**config.mk**
```make
export PLATFORM = sky130hd
export DESIGN_NAME = pc_next_unit_flat
export DESIGN_NICKNAME = d
export VERILOG_FILES = /design/src/rtl/pc_next_if.sv /design/src/rtl/pc_next_unit.sv /design/src/flat_wrapper.sv
export SDC_FILE = /design/constraint.sdc
export NUM_CORES = 1
export LEC_CHECK = 0
export ABC_AREA = 1
export CAP_MARGIN = 5
export CORE_MARGIN = 3
export CORE_UTILIZATION = 51
export DETAILED_ROUTE_END_ITERATION = 8
export GPL_TIMING_DRIVEN = 0
export PLACE_DENSITY = 0.82
export SETUP_SLACK_MARGIN = 0.3
export SYNTH_ARGS = -nofsm -noshare
export SYNTH_HDL_FRONTEND = slang
export SYNTH_SLANG_ARGS = --single-unit
```
**constraint.sdc**
```tcl
create_clock -name Clk -period 3.7 [get_ports Clk]
set_clock_uncertainty 0.1 [all_clocks]
set_input_delay 0.74 -clock Clk [delete_from_list [all_inputs] [get_ports Clk]]
set_output_delay 0.74 -clock Clk [all_outputs]
set_load 0.01 [all_outputs]
```
**src/rtl/pc_next_if.sv**
```systemverilog
// pc_next_if: fetch-stage PC bus between the redirect sources and pc_next_unit.
// With EXC_VECTOR_EN defined it also carries Exception and Epc.
interface pc_next_if;
  logic        PcStall;
  logic        ImemReady;
  logic        Branch;
  logic [31:0] BranchOffset;
  logic        Jump;
  logic [27:0] JumpTarget;
  logic        JumpReg;
  logic [31:0] RegTarget;
  logic [31:0] Pc;
  logic [31:0] PcPlus4;
  logic        FetchValid;
  logic        AddrErr;
`ifdef EXC_VECTOR_EN
  logic        Exception;
  logic [31:0] Epc;
`endif
  modport master (
    output PcStall, ImemReady, Branch, BranchOffset, Jump, JumpTarget, JumpReg, RegTarget,
`ifdef EXC_VECTOR_EN
    output Exception,
    input  Epc,
`endif
    input  Pc, PcPlus4, FetchValid, AddrErr
  );
  modport slave (
    input  PcStall, ImemReady, Branch, BranchOffset, Jump, JumpTarget, JumpReg, RegTarget,
`ifdef EXC_VECTOR_EN
    input  Exception,
    output Epc,
`endif
    output Pc, PcPlus4, FetchValid, AddrErr
  );
endinterface

```
**src/rtl/pc_next_unit.sv**
```systemverilog
// pc_next_unit: MIPS fetch PC register and next-PC select with a one-deep redirect buffer.
// Optional exception entry (EXC_VECTOR parameter, Exception/Epc) is enabled by EXC_VECTOR_EN.
module pc_next_unit #(
`ifdef EXC_VECTOR_EN
  parameter logic [31:0] EXC_VECTOR = 32'h8000_0180,
`endif
  parameter logic [31:0] RESET_PC   = 32'h0000_0000
) (
  input  logic       Clk,
  input  logic       Reset_n,
  pc_next_if.slave   bus
);
  logic [31:0] pc_q, pc_d, pend_q, pend_d, pc_plus4, redir_tgt;
  logic        fv_q, pend_v_q, pend_v_d, aerr_q, aerr_d, adv, redir;
  assign pc_plus4  = pc_q + 32'd4;
  assign redir     = bus.JumpReg | bus.Jump | bus.Branch;
  assign redir_tgt = bus.JumpReg ? {bus.RegTarget[31:2], 2'b00} :
                     bus.Jump    ? {pc_plus4[31:28], bus.JumpTarget} :
                                   pc_plus4 + bus.BranchOffset;
  assign adv       = fv_q & ~bus.PcStall & bus.ImemReady;
`ifdef EXC_VECTOR_EN
  logic [31:0] epc_q;
  logic        exc;
  assign exc = bus.Exception & fv_q;
`endif
  // A JR is accepted only while the buffer is empty, whether applied now or latched.
  always_comb begin
    pc_d     = adv ? (pend_v_q ? pend_q : redir ? redir_tgt : pc_plus4) : pc_q;
    pend_d   = (!adv && !pend_v_q && redir) ? redir_tgt : pend_q;
    pend_v_d = adv ? 1'b0 : (pend_v_q | redir);
    aerr_d   = bus.JumpReg & ~pend_v_q & (|bus.RegTarget[1:0]);
`ifdef EXC_VECTOR_EN
    if (exc) begin
      pc_d     = EXC_VECTOR;
      pend_v_d = 1'b0;
      aerr_d   = 1'b0;
    end
`endif
  end
  always_ff @(posedge Clk or negedge Reset_n) begin
    if (!Reset_n) begin
      pc_q     <= RESET_PC;
      pend_q   <= '0;
      pend_v_q <= 1'b0;
      fv_q     <= 1'b0;
      aerr_q   <= 1'b0;
    end else begin
      pc_q     <= pc_d;
      pend_q   <= pend_d;
      pend_v_q <= pend_v_d;
      fv_q     <= 1'b1;
      aerr_q   <= aerr_d;
    end
  end
`ifdef EXC_VECTOR_EN
  always_ff @(posedge Clk or negedge Reset_n) begin
    if (!Reset_n) epc_q <= '0;
    else if (exc) epc_q <= pc_q;
  end
  assign bus.Epc = epc_q;
`endif
  assign bus.Pc         = pc_q;
  assign bus.PcPlus4    = pc_plus4;
  assign bus.FetchValid = fv_q;
  assign bus.AddrErr    = aerr_q;
endmodule

```
**src/flat_wrapper.sv**
```systemverilog
// flat-port wrapper written by rule: the top's interface ports become plain ports
module pc_next_unit_flat 
#(

  parameter logic [31:0] RESET_PC   = 32'h0000_0000
)
  (Clk, Reset_n, bus_PcStall, bus_ImemReady, bus_Branch, bus_BranchOffset, bus_Jump, bus_JumpTarget, bus_JumpReg, bus_RegTarget, bus_Pc, bus_PcPlus4, bus_FetchValid, bus_AddrErr);
  pc_next_if bus_i ();
  input  logic Clk;
  input  logic Reset_n;
  input wire logic [$bits(bus_i.PcStall)-1:0] bus_PcStall;
  input wire logic [$bits(bus_i.ImemReady)-1:0] bus_ImemReady;
  input wire logic [$bits(bus_i.Branch)-1:0] bus_Branch;
  input wire logic [$bits(bus_i.BranchOffset)-1:0] bus_BranchOffset;
  input wire logic [$bits(bus_i.Jump)-1:0] bus_Jump;
  input wire logic [$bits(bus_i.JumpTarget)-1:0] bus_JumpTarget;
  input wire logic [$bits(bus_i.JumpReg)-1:0] bus_JumpReg;
  input wire logic [$bits(bus_i.RegTarget)-1:0] bus_RegTarget;
  output wire logic [$bits(bus_i.Pc)-1:0] bus_Pc;
  output wire logic [$bits(bus_i.PcPlus4)-1:0] bus_PcPlus4;
  output wire logic [$bits(bus_i.FetchValid)-1:0] bus_FetchValid;
  output wire logic [$bits(bus_i.AddrErr)-1:0] bus_AddrErr;
  assign bus_i.PcStall = bus_PcStall;
  assign bus_i.ImemReady = bus_ImemReady;
  assign bus_i.Branch = bus_Branch;
  assign bus_i.BranchOffset = bus_BranchOffset;
  assign bus_i.Jump = bus_Jump;
  assign bus_i.JumpTarget = bus_JumpTarget;
  assign bus_i.JumpReg = bus_JumpReg;
  assign bus_i.RegTarget = bus_RegTarget;
  assign bus_Pc = bus_i.Pc;
  assign bus_PcPlus4 = bus_i.PcPlus4;
  assign bus_FetchValid = bus_i.FetchValid;
  assign bus_AddrErr = bus_i.AddrErr;
  pc_next_unit #(.RESET_PC(RESET_PC)) u_core (.Clk(Clk), .Reset_n(Reset_n), .bus(bus_i));
endmodule
```
==> results list <==
- Cell leakage power: 5.07 nW
- For this design the top-level I/O count stands at 165.
- Drt first-iter violations: 1097
- Data arrives at the worst endpoint at 3560 ps.
* Worst path slowest cell: dfrtp_1
- The die covers 14800 sq um.
* Slowest cell delay on critical path: 390 ps
* Largest net degree at the start of global routing: 68
* First-pass GRT wire length: 43.0 mm
- Congestion Overflow GR: 0
- Count of pins over their slew limit: 0
- Timing would allow up to 290 MHz.
- Summing all non-filler instances in the final layout gives an area of 10500 sq um.
- STA classifies the critical path startpoint as a register.
- For this design, the sink count on the clock tree is 67.
* Clock transition time at the flip-flop clock pins of the worst setup and hold paths: 50 ps
- Port-buffer cells: 163
- Register area share after synthesis: 24.5%
* CP endpoint kind: register
- Average cell area after synthesis: 5.92 sq um
- After synthesis, the largest area contributor takes up 24.5% of total cell area.
- Share of the cycle needed by the critical path after routing: 93.1%
- Mapped cell area: 6840 sq um
* Nets in the synthesized netlist: 1294
- In the routed design, unresolved DRC markers number 0.
* Final HPWL from detailed placement: 22.0 mm
- For this block, the via count after detailed routing is 8949.
- For this run, the number of Yosys warnings is 0.
- Routability-driven placement finished with a final weighted congestion of 1.06.
- Headroom to the max-slew limit came out at 43.3%.
- Total Nets Final: 1524
* Initial antenna violation count: 0
- Final setup violation count: 0
* Cells traversed along the worst timing path: ha_4 -> nand2_4 -> inv_2 -> nand2_2 -> nor2_4 -> nand2_2 -> nor2_4 -> nand2_4 -> nor2_4 -> a21o_1 -> and2_4 -> ha_4 -> nand2_4 -> inv_1 -> nand2_1 -> nand2_1 -> o21bai_1 -> nor2_2 -> a21oi_2 -> o21ai_4 -> nand3_2 -> nand2_2 -> nand2_1
- The tightest min-delay check is of the register to register type.
- Wire length per cell after detailed routing: 19.4 um
* Die Ht: 122 um
- Vias per std cell: 5.73
- In the final timing run, aggregate negative setup slack is 0 ps.
- Counting distinct cell types in the post-synthesis netlist gives 44.
- Leaving out filler cells and counting taps, the final layout contains 1562.
* Number of fill cells in the layout: 907
* Final wirelength: 30.3 mm
* Number of synthesized register bits: 67
* Layout cell share with drive strength beyond 1: 21.6%
* Antenna diodes: 0
- EDFF count, synth: 0
- The routed design could run at a clock period as short as 3440 ps.
- Global routing consumed, over all layers together, 37.9% of the routing resources.
- Post-route ant nets: 0
- The run finished with clean final reports.
* RSZ-0062 raised after global routing: true
- Number of failing hold endpoints at the final stage: 0
- The area growth from synthesis to layout is 54.0%.
- Synthesis handed over a netlist of 1155 instances.
- Floorplan core area: 12900 sq um
- The number of placed instances, taps included, is 1490.
- Counting the buffers created by CTS gives 9.
* Level count of the clock H-tree: 3
- Of all nets on the critical path, the largest fanout is 4.
* Initial cell density of the core: 53.1%
- Clock tree from TritonCTS: built
* Cell row count: 41
- Max Buffers Root-to-Sink: 2
- Area after detailed placement: 8690 sq um
- Total power consumption of the routed design: 5.34 mW
- The die is 122 um wide.
- Power spread over the standard cell area amounts to 507 nW/um^2.
- The first TritonRoute pass finished after 7 iterations.
- Cell at the root of the clock tree: clkbuf_16
* Smallest hold slack: 379 ps
- Critical path class: register to register
- Across the VDD grid, the largest voltage drop is 0.000470 V.
- Clock latency on the worst-skew pair, taken at its later pin, is 330 ps.
* Slew at the pin closest to its max-slew limit: 850 ps
- Dominant register cell in the synthesized netlist: dfrtp_1
- Summed over all instances, the cell type with the most area after synthesis is dfrtp_1.
- The number of global-route vias before repair is 8121.
- Top cells by area in the synthesized netlist: dfrtp_1 25%, nand2_1 22%, inv_1 8.3%, nor2_1 8.0%, ha_1 7.1%
- Required time reported for the critical path endpoint: 3820 ps
- # Max-Cap Violations: 0
- After synthesis, the share of flip-flops with an asynchronous set or reset is 100%.
[worst paths after layout]
kind / to / startpoint / cells past startpoint / slack [ps]
min in group asynchronous: u_core.pend_q[24] / Reset_n / 1 / 420
max in group asynchronous: u_core.bus.Pc[2] / Reset_n / 1 / 2470
hold reg to reg: u_core.pend_q[27] / u_core.pend_q[27] / 2 / 380
setup / recovery: u_core.bus.Pc[27] / u_core.bus.Pc[3] / 23 / 260
hold / removal: u_core.pend_q[27] / u_core.pend_q[27] / 2 / 380
setup reg to reg: u_core.bus.Pc[27] / u_core.bus.Pc[3] / 23 / 260
[what timing repair did]
action                                 4_1_cts  5_1_grt
gates resized for setup                    101      169
endpoints found under the hold margin        0        0
pin swaps                                   20       60
setup endpoints to repair                   54       64
buffers inserted                            21       35
hold buffers                                 0        0
[layer usage]
metal	share of wire (%)	track usage, %	wire, um	up-vias
met5	0	0	0	-
met4	3.9	13.9	1190	0
met3	12	10.3	3640	105
met2	47	62.1	14200	587
met1	37	48.2	11300	4140
li1	-	-	-	4117
[cell type report]
type	instances	area, sq um	area share (%)
Tap cell	172	215	2.04
Sequential cell	67	1690	16.0
Inverter	157	592	5.62
Buffer	34	146	1.39
Timing Repair Buffer	219	2080	19.7
Multi-Input combinational cell	897	5470	51.9
Clock buffer	11	243	2.30
Clock inverter	5	100	0.950
[placed cells by master (no fill, tap or decap), drive strengths merged, types with 11 or more instances in the layout]
| master | instances |
|---|---|
| inv | 156 |
| o21ai | 70 |
| clkdlybuf4s50 | 152 |
| nand4 | 13 |
| nor3 | 11 |
| buf | 69 |
| a21oi | 65 |
| clkbuf | 33 |
| nand2 | 400 |
| ha | 39 |
| xor2 | 22 |
| nand3 | 69 |
| nor2 | 154 |
| dfrtp | 67 |
[power breakdown]
part,switching (mW),leakage (nW),internal [mW]
Clock,0.309,0.169,0.674
Combinational,1.87,4.10,1.35
Sequential,0.221,0.800,0.913
Total,2.40,5.07,2.94
[sequential cells by signal, summed over array words and instances (netlist names)]
| signal | cells |
|---|---|
| u_core.bus.AddrErr | 1 |
| u_core.pend_q | 32 |
| u_core.bus.FetchValid | 1 |
| u_core.bus.Pc | 32 |
| u_core.pend_v_q | 1 |
[synth_stat cells (all sizes together), types with 6 or more instances]
| cell type | n |
|---|---|
| nand3 | 69 |
| a21oi | 65 |
| nor2 | 154 |
| o211ai | 9 |
| nand2 | 400 |
| dfrtp | 67 |
| xor2 | 22 |
| nor3 | 11 |
| ha | 39 |
| inv | 156 |
| nand4 | 13 |
| buf | 12 |
| clkbuf | 22 |
| o21ai | 70 |
| o221ai | 6 |
[stage by stage]
stage,worst slack [ps],utilization (%)
finish,257,81.8
global route,90.8,81.8
CTS,243,74.5
detailed placement,-399,67.5
global placement,-510,67.5
floorplan,623,-
[kinds of logic after synthesis]
| kind of cell | count (synthesis) | share of synthesized area (%) |
|---|---|---|
| AND/OR/NAND/NOR | 661 | 40.2 |
| flip-flops | 67 | 24.5 |
| buffers and inverters | 191 | 10.8 |
| AO/OA/AOI/OAI | 169 | 13.8 |
| other | 1 | 0.0548 |
| adder cells (fa/ha/maj) | 40 | 7.43 |
| XOR/XNOR | 26 | 3.33 |
[critical path: cells and delay by family (launching register included)]
| family | cells | cell delay, ps |
|---|---|---|
| adder cells (fa/ha/maj) | 2 | 390 |
| flip-flops | 1 | 390 |
| AO/OA/AOI/OAI | 4 | 660 |
| buffers and inverters | 2 | 110 |
| AND/OR/NAND/NOR | 15 | 1630 |
Power figures use the tool's default switching activity.
